===== config.mk =====
export PLATFORM = sky130hd
export DESIGN_NAME = sa_tile_scheduler
export DESIGN_NICKNAME = d
export VERILOG_FILES = /design/src/rtl/sa_tile_scheduler.sv
export SDC_FILE = /design/constraint.sdc
export NUM_CORES = 1
export LEC_CHECK = 0
export ABC_AREA = 1
export BUFFER_PORTS_ARGS = -buffer_cell sky130_fd_sc_hd__buf_2
export CAP_MARGIN = 10
export CORE_MARGIN = 5
export CORE_UTILIZATION = 55
export CTS_BUF_LIST = sky130_fd_sc_hd__clkbuf_8
export DETAILED_ROUTE_END_ITERATION = 16
export PLACE_DENSITY = 0.71
export SLEW_MARGIN = 20
export SYNTH_ARGS = -nofsm -noshare
export SYNTH_HDL_FRONTEND = slang
export SYNTH_SLANG_ARGS = --single-unit

===== constraint.sdc =====
create_clock -name ACLK -period 2.4 [get_ports ACLK]
set_input_delay 0.48 -clock ACLK [delete_from_list [all_inputs] [get_ports ACLK]]
set_output_delay 0.48 -clock ACLK [all_outputs]
set_load 0.01 [all_outputs]

===== src/rtl/sa_tile_scheduler.sv =====
// ============================================================================
// Module   : sa_tile_scheduler
// Brief    : Sequences weight load, activation streaming and result drain
//            for one ARRAY_N x ARRAY_N systolic tile.
// Revision : 1.0 - initial release
// ============================================================================
`default_nettype none

module sa_tile_scheduler #(
    parameter int ARRAY_N = 8,
    parameter int DIM_W   = 16
) (
    input  logic                       ACLK,
    input  logic                       ARESET,
    input  logic                       start,
    input  logic                       abort,
    input  logic [DIM_W-1:0]           cfg_m,
    output logic                       busy,
    output logic                       done,
    output logic                       cfg_err,
    input  logic                       w_valid,
    output logic                       w_ready,
    output logic [$clog2(ARRAY_N)-1:0] w_row,
    output logic                       sa_w_load,
    input  logic                       a_valid,
    output logic                       a_ready,
    output logic                       sa_en,
    output logic                       a_zero,
    output logic                       res_valid,
    input  logic                       res_ready,
    output logic                       res_last
);

    localparam int                   LAT        = 2 * ARRAY_N - 1;
    localparam int                   c_ROW_W    = $clog2(ARRAY_N);
    localparam logic [c_ROW_W-1:0]   c_LAST_ROW = c_ROW_W'(ARRAY_N - 1);

    typedef enum logic [2:0] {
        S_IDLE   = 3'd0,
        S_LOAD_W = 3'd1,
        S_STREAM = 3'd2,
        S_FLUSH  = 3'd3,
        S_DONE   = 3'd4
    } state_t;

    state_t             r_state;
    state_t             w_next;
    logic [DIM_W-1:0]   r_m;
    logic [DIM_W-1:0]   r_a_cnt;
    logic [DIM_W-1:0]   r_r_cnt;
    logic [c_ROW_W-1:0] r_w_row;
    logic [LAT-1:0]     r_vsr;
    logic               r_cfg_err;
    logic               w_adv;
    logic               w_a_acc;
    logic               w_res_acc;
    logic               w_last_res;
    logic               w_kill;

    always_ff @(posedge ACLK) begin
        if (ARESET) begin
            r_state <= S_IDLE;
        end else begin
            r_state <= w_next;
        end
    end

    always_comb begin
        w_next     = r_state;
        w_adv      = !res_valid || res_ready;
        sa_en      = w_adv && (r_state == S_STREAM || r_state == S_FLUSH);
        w_ready    = (r_state == S_LOAD_W);
        sa_w_load  = w_valid && w_ready;
        w_row      = r_w_row;
        a_ready    = (r_state == S_STREAM) && w_adv && (r_a_cnt < r_m);
        w_a_acc    = a_valid && a_ready;
        // In STREAM with sa_en high a_ready is also high, so a missing row is a bubble.
        a_zero     = sa_en && ((r_state == S_FLUSH) || (r_state == S_STREAM && !a_valid));
        res_valid  = r_vsr[LAT-1];
        w_res_acc  = res_valid && res_ready;
        w_last_res = (r_r_cnt == r_m - DIM_W'(1));
        res_last   = res_valid && w_last_res;
        busy       = (r_state != S_IDLE);
        done       = (r_state == S_DONE);
        cfg_err    = r_cfg_err;
        w_kill     = abort && busy;

        case (r_state)
            S_IDLE:   if (start && cfg_m != '0) w_next = S_LOAD_W;
            S_LOAD_W: if (sa_w_load && r_w_row == c_LAST_ROW) w_next = S_STREAM;
            S_STREAM: if (w_a_acc && r_a_cnt == r_m - DIM_W'(1)) w_next = S_FLUSH;
            S_FLUSH:  if (w_res_acc && w_last_res) w_next = S_DONE;
            S_DONE:   w_next = S_IDLE;
            default:  w_next = S_IDLE;
        endcase

        if (w_kill) w_next = S_IDLE;
    end

    always_ff @(posedge ACLK) begin
        if (ARESET) begin
            r_m       <= '0;
            r_a_cnt   <= '0;
            r_r_cnt   <= '0;
            r_w_row   <= '0;
            r_vsr     <= '0;
            r_cfg_err <= 1'b0;
        end else begin
            r_cfg_err <= (r_state == S_IDLE) && start && (cfg_m == '0);
            if (w_kill) begin
                r_a_cnt <= '0;
                r_r_cnt <= '0;
                r_w_row <= '0;
                r_vsr   <= '0;
            end else begin
                if (r_state == S_IDLE && start) begin
                    r_m     <= cfg_m;
                    r_a_cnt <= '0;
                    r_r_cnt <= '0;
                end
                if (sa_w_load) begin
                    r_w_row <= (r_w_row == c_LAST_ROW) ? '0 : r_w_row + c_ROW_W'(1);
                end
                if (w_a_acc) r_a_cnt <= r_a_cnt + DIM_W'(1);
                if (w_res_acc) r_r_cnt <= r_r_cnt + DIM_W'(1);
                // Valid tag travels with the array pipeline: 1 = real row, 0 = bubble.
                if (sa_en) r_vsr <= (r_vsr << 1) | LAT'(w_a_acc);
                if (r_state == S_DONE) begin
                    r_a_cnt <= '0;
                    r_r_cnt <= '0;
                end
            end
        end
    end

endmodule

`default_nettype wire


==> impl_metrics.ini, run 1 <==
[setup_path]
cp.arrival_ns = 2.29
endpoint_kind = output pin
cp_max_fo = 2
slowest_delay_ns = 0.34
startpoint_type = flip-flop
crit_buf_inv = 2
crit_slowest_cell = dfxtp_2
cp.required_ns = 1.92
cp_top_family = simple AND/OR/NAND/NOR gates
path_class = flip-flop to output pin
path_cells = inv_2 -> ha_4 -> xnor2_1 -> nor3_1 -> nand2_1 -> a21oi_2 -> nand3_2 -> nor3b_2 -> nand2_1 -> nor2_1 -> nand3_1 -> nor2_1 -> buf_2

[global_route]
grt_usage_pct = 25.9
overflow = 0
grt_start_max_net_pins = 38
antenna_found_initial = 0
grt_pass1_wl_um = 20700
grt_pass1_vias = 4480

[timing]
fin_crit_sh_pct = 116
setup_ws_ns = -0.374
slew_violations = 0
fmax_mhz = 360
tightest_slew_ns = 0.446
period_minus_slack_ns = 2.77
skew_ns = 0.0156
rsz0062_at_grt = yes
max_slew_margin_pct = 70.3
setup_viol = 1
hold_violations = 0

[worst_hold_path]
hold_class = input pin to flip-flop

[placement]
pre_cts_slack_ns = -0.129
portBuffers = 35
hpwl_um = 9850
place.gp.congestion = 0.940
dpl.cell_count = 836

[floorplan]
die_w_um = 99.8
core_sq_mm = 0.00781
ios = 36
die_area_sq_mm = 0.00995
start_util_pct = 56.8
dieHeight_um = 99.8
num_rows = 32

[detailed_routing]
drt-wirelength-per-cell_um = 14.8
via_count = 4789
ant_nets = 0
first_pass_iters = 5
drtIter0Drc = 289
vias_per_cell = 5.61
routed_wirelength_um = 12600
drc_errors = 0

[cts]
clockBufferDepth = 2
cts_tree = done
cts_made_buffers = 9
cts.sinks = 70
clock_latency_ns = 0.35
cts_hold_buf = 0
path_clk_slew_ns = 0.08
htreeDepth = 3
root_buffer = clkbuf_8

[synthesis]
netlist_area_sq_mm = 0.00443
synth_top_area_cell = dfxtp_1
ys_warn_count = 0
synth_area_leaders = dfxtp_1, nand2_1, nor2_1
ys.flop_type = dfxtp_1
synth_edf_count = 0
yosys.cell_count.top_type = nand2_1
syn_area_per_cell_sq_um = 6.55
yosysUniqueCellTypes = 43
syn-num-nets = 721
synthTopCellsByCount = nand2_1, nor2_1, inv_1
synth_seq_area_share_pct = 31.6
ys_async_sr_fraction_pct = 0
netlist_instances = 677
synth_top_area_share_pct = 31.6
ys_ff_latch = 70

[flow_run]
maxCapViolCount = 0

[pwr]
ir_drop_mv = 0.783
p_leak_uw = 0.00226
power.density_mw_per_mm2 = 1040

[outcome]
violations = negative setup slack
status = finished with violations

[layout]
drive_gt1_share_pct = 19.1
synthToLayoutAreaGrowth_pct = 19.7
diodes = 0
final_core_util_pct = 67.9
fin_nets = 791
final_cells = 854
tightest hold or removal path: stages:
cell,delay (ns)
buf_2,0.10
nor2_1,0.09
a211oi_1,0.05
state kept, by name (all words and copies together), names as in the netlist:
register / flops
r_a_cnt: 16
r_state: 3
w_row: 3
r_m: 16
cfg_err: 1
r_vsr: 15
r_r_cnt: 16
metrics by stage:
stage                     total power, uW  hold WS (ns)  TNS (ns)  instance area, sq um
after detailed placement             4330         0.455    -0.129                  4940
final                                5540         0.420    -0.374                  5310
after CTS                            5430         0.417    -0.391                  5200
after global placement               4270         0.448   -0.0882                  4940
after floorplan                      3450         0.437         0                  4430
after global routing                 5980         0.413    -0.597                  5310
cells by family after synthesis:
| kind of cell | after synthesis | share of synthesized area, % |
|---|---|---|
| AOI/OAI and AO/OA | 116 | 16.5 |
| xor gates and xnor gates | 6 | 1.19 |
| adders and majority gates | 21 | 5.93 |
| DFF | 70 | 31.6 |
| and+or+nand+nor | 367 | 36.5 |
| buffers and inverters | 97 | 8.27 |
layout make-up:
type | count | area [sq um]
tap | 102 | 128
fill | 713 | 2500
sequential | 70 | 1420
multi-input combinational | 510 | 2780
clock inverter | 6 | 68.8
clock buffer | 10 | 138
timing repair buffer | 71 | 452
inverter | 85 | 319
where the power goes:
group	total [uW]	leakage [uW]	internal (uW)	switching, uW
Clock	1020	0.000103	516	506
Sequential	1540	0.000574	1370	174
Combinational	2970	0.00159	1100	1870
Total	5540	0.00226	2990	2550
routing by layer:
layer / routed length, um / part of all wire [%] / global-route usage [%] / vias up
met1: 5950 / 47 / 35.5 / 2213
met4: 158 / 1.3 / 6.93 / 0
met5: 0 / 0 / 0 / -
li1: - / - / - / 2401
met2: 5580 / 44 / 41.5 / 159
met3: 925 / 7.3 / 4.84 / 16
path summary, 6_finish.rpt:
kind              startpoint         end  slack (ns)  cells after the start
hold reg to reg     r_vsr[1]    r_vsr[2]        0.46                      2
hold / removal      cfg_m[9]      r_m[9]        0.42                      3
setup reg to reg     r_m[13]  r_state[0]        0.16                     13
setup / recovery      r_m[1]    res_last       -0.37                     13
cells in the final DEF (no fill, tap or decap), types with 10 or more instances in the layout:
master and n:
clkbuf_8 10, inv_1 77, o21ai_0 18, nand2_1 158
nor2_1 91, buf_4 36, dfxtp_1 58, a211oi_1 34
ha_1 17, nand3_1 67, buf_2 34, dfxtp_2 11
a21oi_1 36
what timing repair did:
item	4_1_cts	5_1_grt
setup buffers	2	0
endpoints found under the setup margin	2	17
hold endpoints to repair	0	0
pin swaps	5	9
resized for setup	13	26
Power figures use the tool's default switching activity.
==> inputs of run 2 (changes only) <==
--- a/config.mk
+++ b/config.mk
@@ -13,6 +13,7 @@
 export CTS_BUF_LIST = sky130_fd_sc_hd__clkbuf_8
 export DETAILED_ROUTE_END_ITERATION = 16
 export PLACE_DENSITY = 0.71
+export SKIP_LAST_GASP = 1
 export SLEW_MARGIN = 20
 export SYNTH_ARGS = -nofsm -noshare
 export SYNTH_HDL_FRONTEND = slang
==> run 2 against run 1 <==
Compared with the run above: the flow still finishes with violations (negative setup slack); critical path depth is the same; maximum frequency about the same; global-route usage stayed put; first-iteration DRC count decreased by 8.0%; combinational power barely moved; clock power is essentially flat; critical path type unchanged; critical endpoint unchanged.
==> impl_metrics.ini, run 2 (synthesized netlist as in run 1, its figures left out) <==
[layout]
synthToLayoutAreaGrowth_pct = 19.6
diodes = 0
top_regs = r_a_cnt (16), r_m (16), r_r_cnt (16)
final_cell_mix = nand2_1, nor2_1, inv_1
fin_nets = 791
drive_gt1_share_pct = 19.0
layout_commonest_cell = nand2_1
final_cells = 854

[detailed_routing]
first_pass_iters = 6
via_count = 4786
ant_nets = 0
drtIter0Drc = 266
vias_per_cell = 5.60
drc_errors = 0
drt-wirelength-per-cell_um = 14.8
routed_wirelength_um = 12600

[setup_path]
startpoint_type = flip-flop
endpoint_kind = output pin
cp_top_family = simple AND/OR/NAND/NOR gates
crit_slowest_cell = dfxtp_2
cp.required_ns = 1.92
cp.arrival_ns = 2.30
cp_max_fo = 4
slowest_delay_ns = 0.33
path_cells = buf_4 -> nor2_2 -> nand2_4 -> buf_4 -> o21ai_2 -> nand2_1 -> nand2_1 -> and3_1 -> nand2_1 -> nor2_1 -> nand3_1 -> nor2_1 -> buf_2
path_class = flip-flop to output pin
crit_buf_inv = 3
crit_path_frequent_cell = nand2_1

[timing]
slew_violations = 0
fin_crit_sh_pct = 116
fmax_mhz = 360
holdWs_ns = 0.421
setup_ws_ns = -0.375
rsz0062_at_grt = yes
tightest_slew_ns = 0.450
setup_viol = 1
period_minus_slack_ns = 2.78
hold_violations = 0
skew_ns = 0.0161
max_slew_margin_pct = 70.0

[placement]
place.gp.congestion = 0.940
dpl.cell_count = 836
portBuffers = 35
hpwl_um = 9850

[cts]
htreeDepth = 3
root_buffer = clkbuf_8
cts.sinks = 70
cts_made_buffers = 9
clockBufferDepth = 2
clock_latency_ns = 0.35
cts_hold_buf = 0
cts_tree = done
path_clk_slew_ns = 0.08

[global_route]
grt_start_max_net_pins = 38
overflow = 0
gr-usage-met1_pct = 35.5
antenna_found_initial = 0
grt_usage_pct = 25.9
use_met3_pct = 4.84
grt_pass1_wl_um = 20700
use_met2_pct = 41.5
grt_pass1_vias = 4480
grt-busiest-layer = met2

[floorplan]
die_area_sq_mm = 0.00995
num_rows = 32
die_w_um = 99.8
core_sq_mm = 0.00781
start_util_pct = 56.8
dieHeight_um = 99.8
ios = 36

[outcome]
status = finished with violations
violations = negative setup slack

[pwr]
clockPowerShare_pct = 18.5
switching_power_uw = 2550
p_leak_uw = 0.00226
power.density_mw_per_mm2 = 1040
internal-power_uw = 2990
ir_drop_mv = 0.784
comb_power_share_pct = 53.6
sequentialPowerShare_pct = 27.9
swShare_pct = 46.0

[flow_run]
maxCapViolCount = 0

[worst_hold_path]
hold_class = input pin to flip-flop
==> run 2: worst paths after layout <==
| check | endpoint | cells after the start | startpoint | slack, ns |
|---|---|---|---|---|
| max reg2reg | r_state[0] | 13 | r_m[13] | 0.17 |
| min | r_m[9] | 3 | cfg_m[9] | 0.42 |
| max | res_last | 13 | r_m[1] | -0.38 |
| min reg2reg | r_vsr[2] | 2 | r_vsr[1] | 0.46 |
==> run 2: power groups by stage <==
stage,Clock [uW],Sequential (uW),Combinational [uW]
floorplan,0,1510,1940
global placement,0,1530,2740
detailed placement,0,1540,2790
CTS,1040,1520,2870
global route,1090,1570,3310
finish,1020,1540,2970
==> run 2: metal layers <==
layer / share of wire [%] / wire, um
met4: 1.2 / 157
met3: 8.1 / 1020
met2: 44 / 5550
met5: 0 / 0
met1: 47 / 5890
==> run 2: final cells by class <==
class                           count  area (sq um)
Clock buffer                       10           138
Clock inverter                      6          68.8
Fill cell                         713          2510
Inverter                           85           319
Multi-Input combinational cell    510          2780
Sequential cell                    70          1420
Tap cell                          102           128
Timing Repair Buffer               71           452
==> run 2: timing repair <==
item / CTS / global route
endpoints found under the hold margin: 0 / 0
buffers inserted: 2 / 0
setup endpoints to repair: 2 / 17
pin swaps: 5 / 9
gates resized for setup: 13 / 25
==> run 2: metrics by stage <==
stage	utilization (%)	area [sq um]	setup slack (ns)	setup TNS, ns	total power, uW
detailed placement	63.3	4940	-0.129	-0.129	4330
global placement	63.3	4940	-0.0882	-0.0882	4270
global route	67.9	5300	-0.535	-0.587	5970
finish	67.9	5300	-0.375	-0.375	5540
floorplan	-	4430	0.0651	0	3450
CTS	66.6	5200	-0.391	-0.391	5430
==> run 2: worst reg2reg max path: cells and delay by family (launching register included) <==
family / cells / cell delay [ns]
simple gates: 8 / 0.89
flops: 1 / 0.36
compound gates: 2 / 0.36
fa+ha+maj: 1 / 0.32
buf+inv: 2 / 0.23
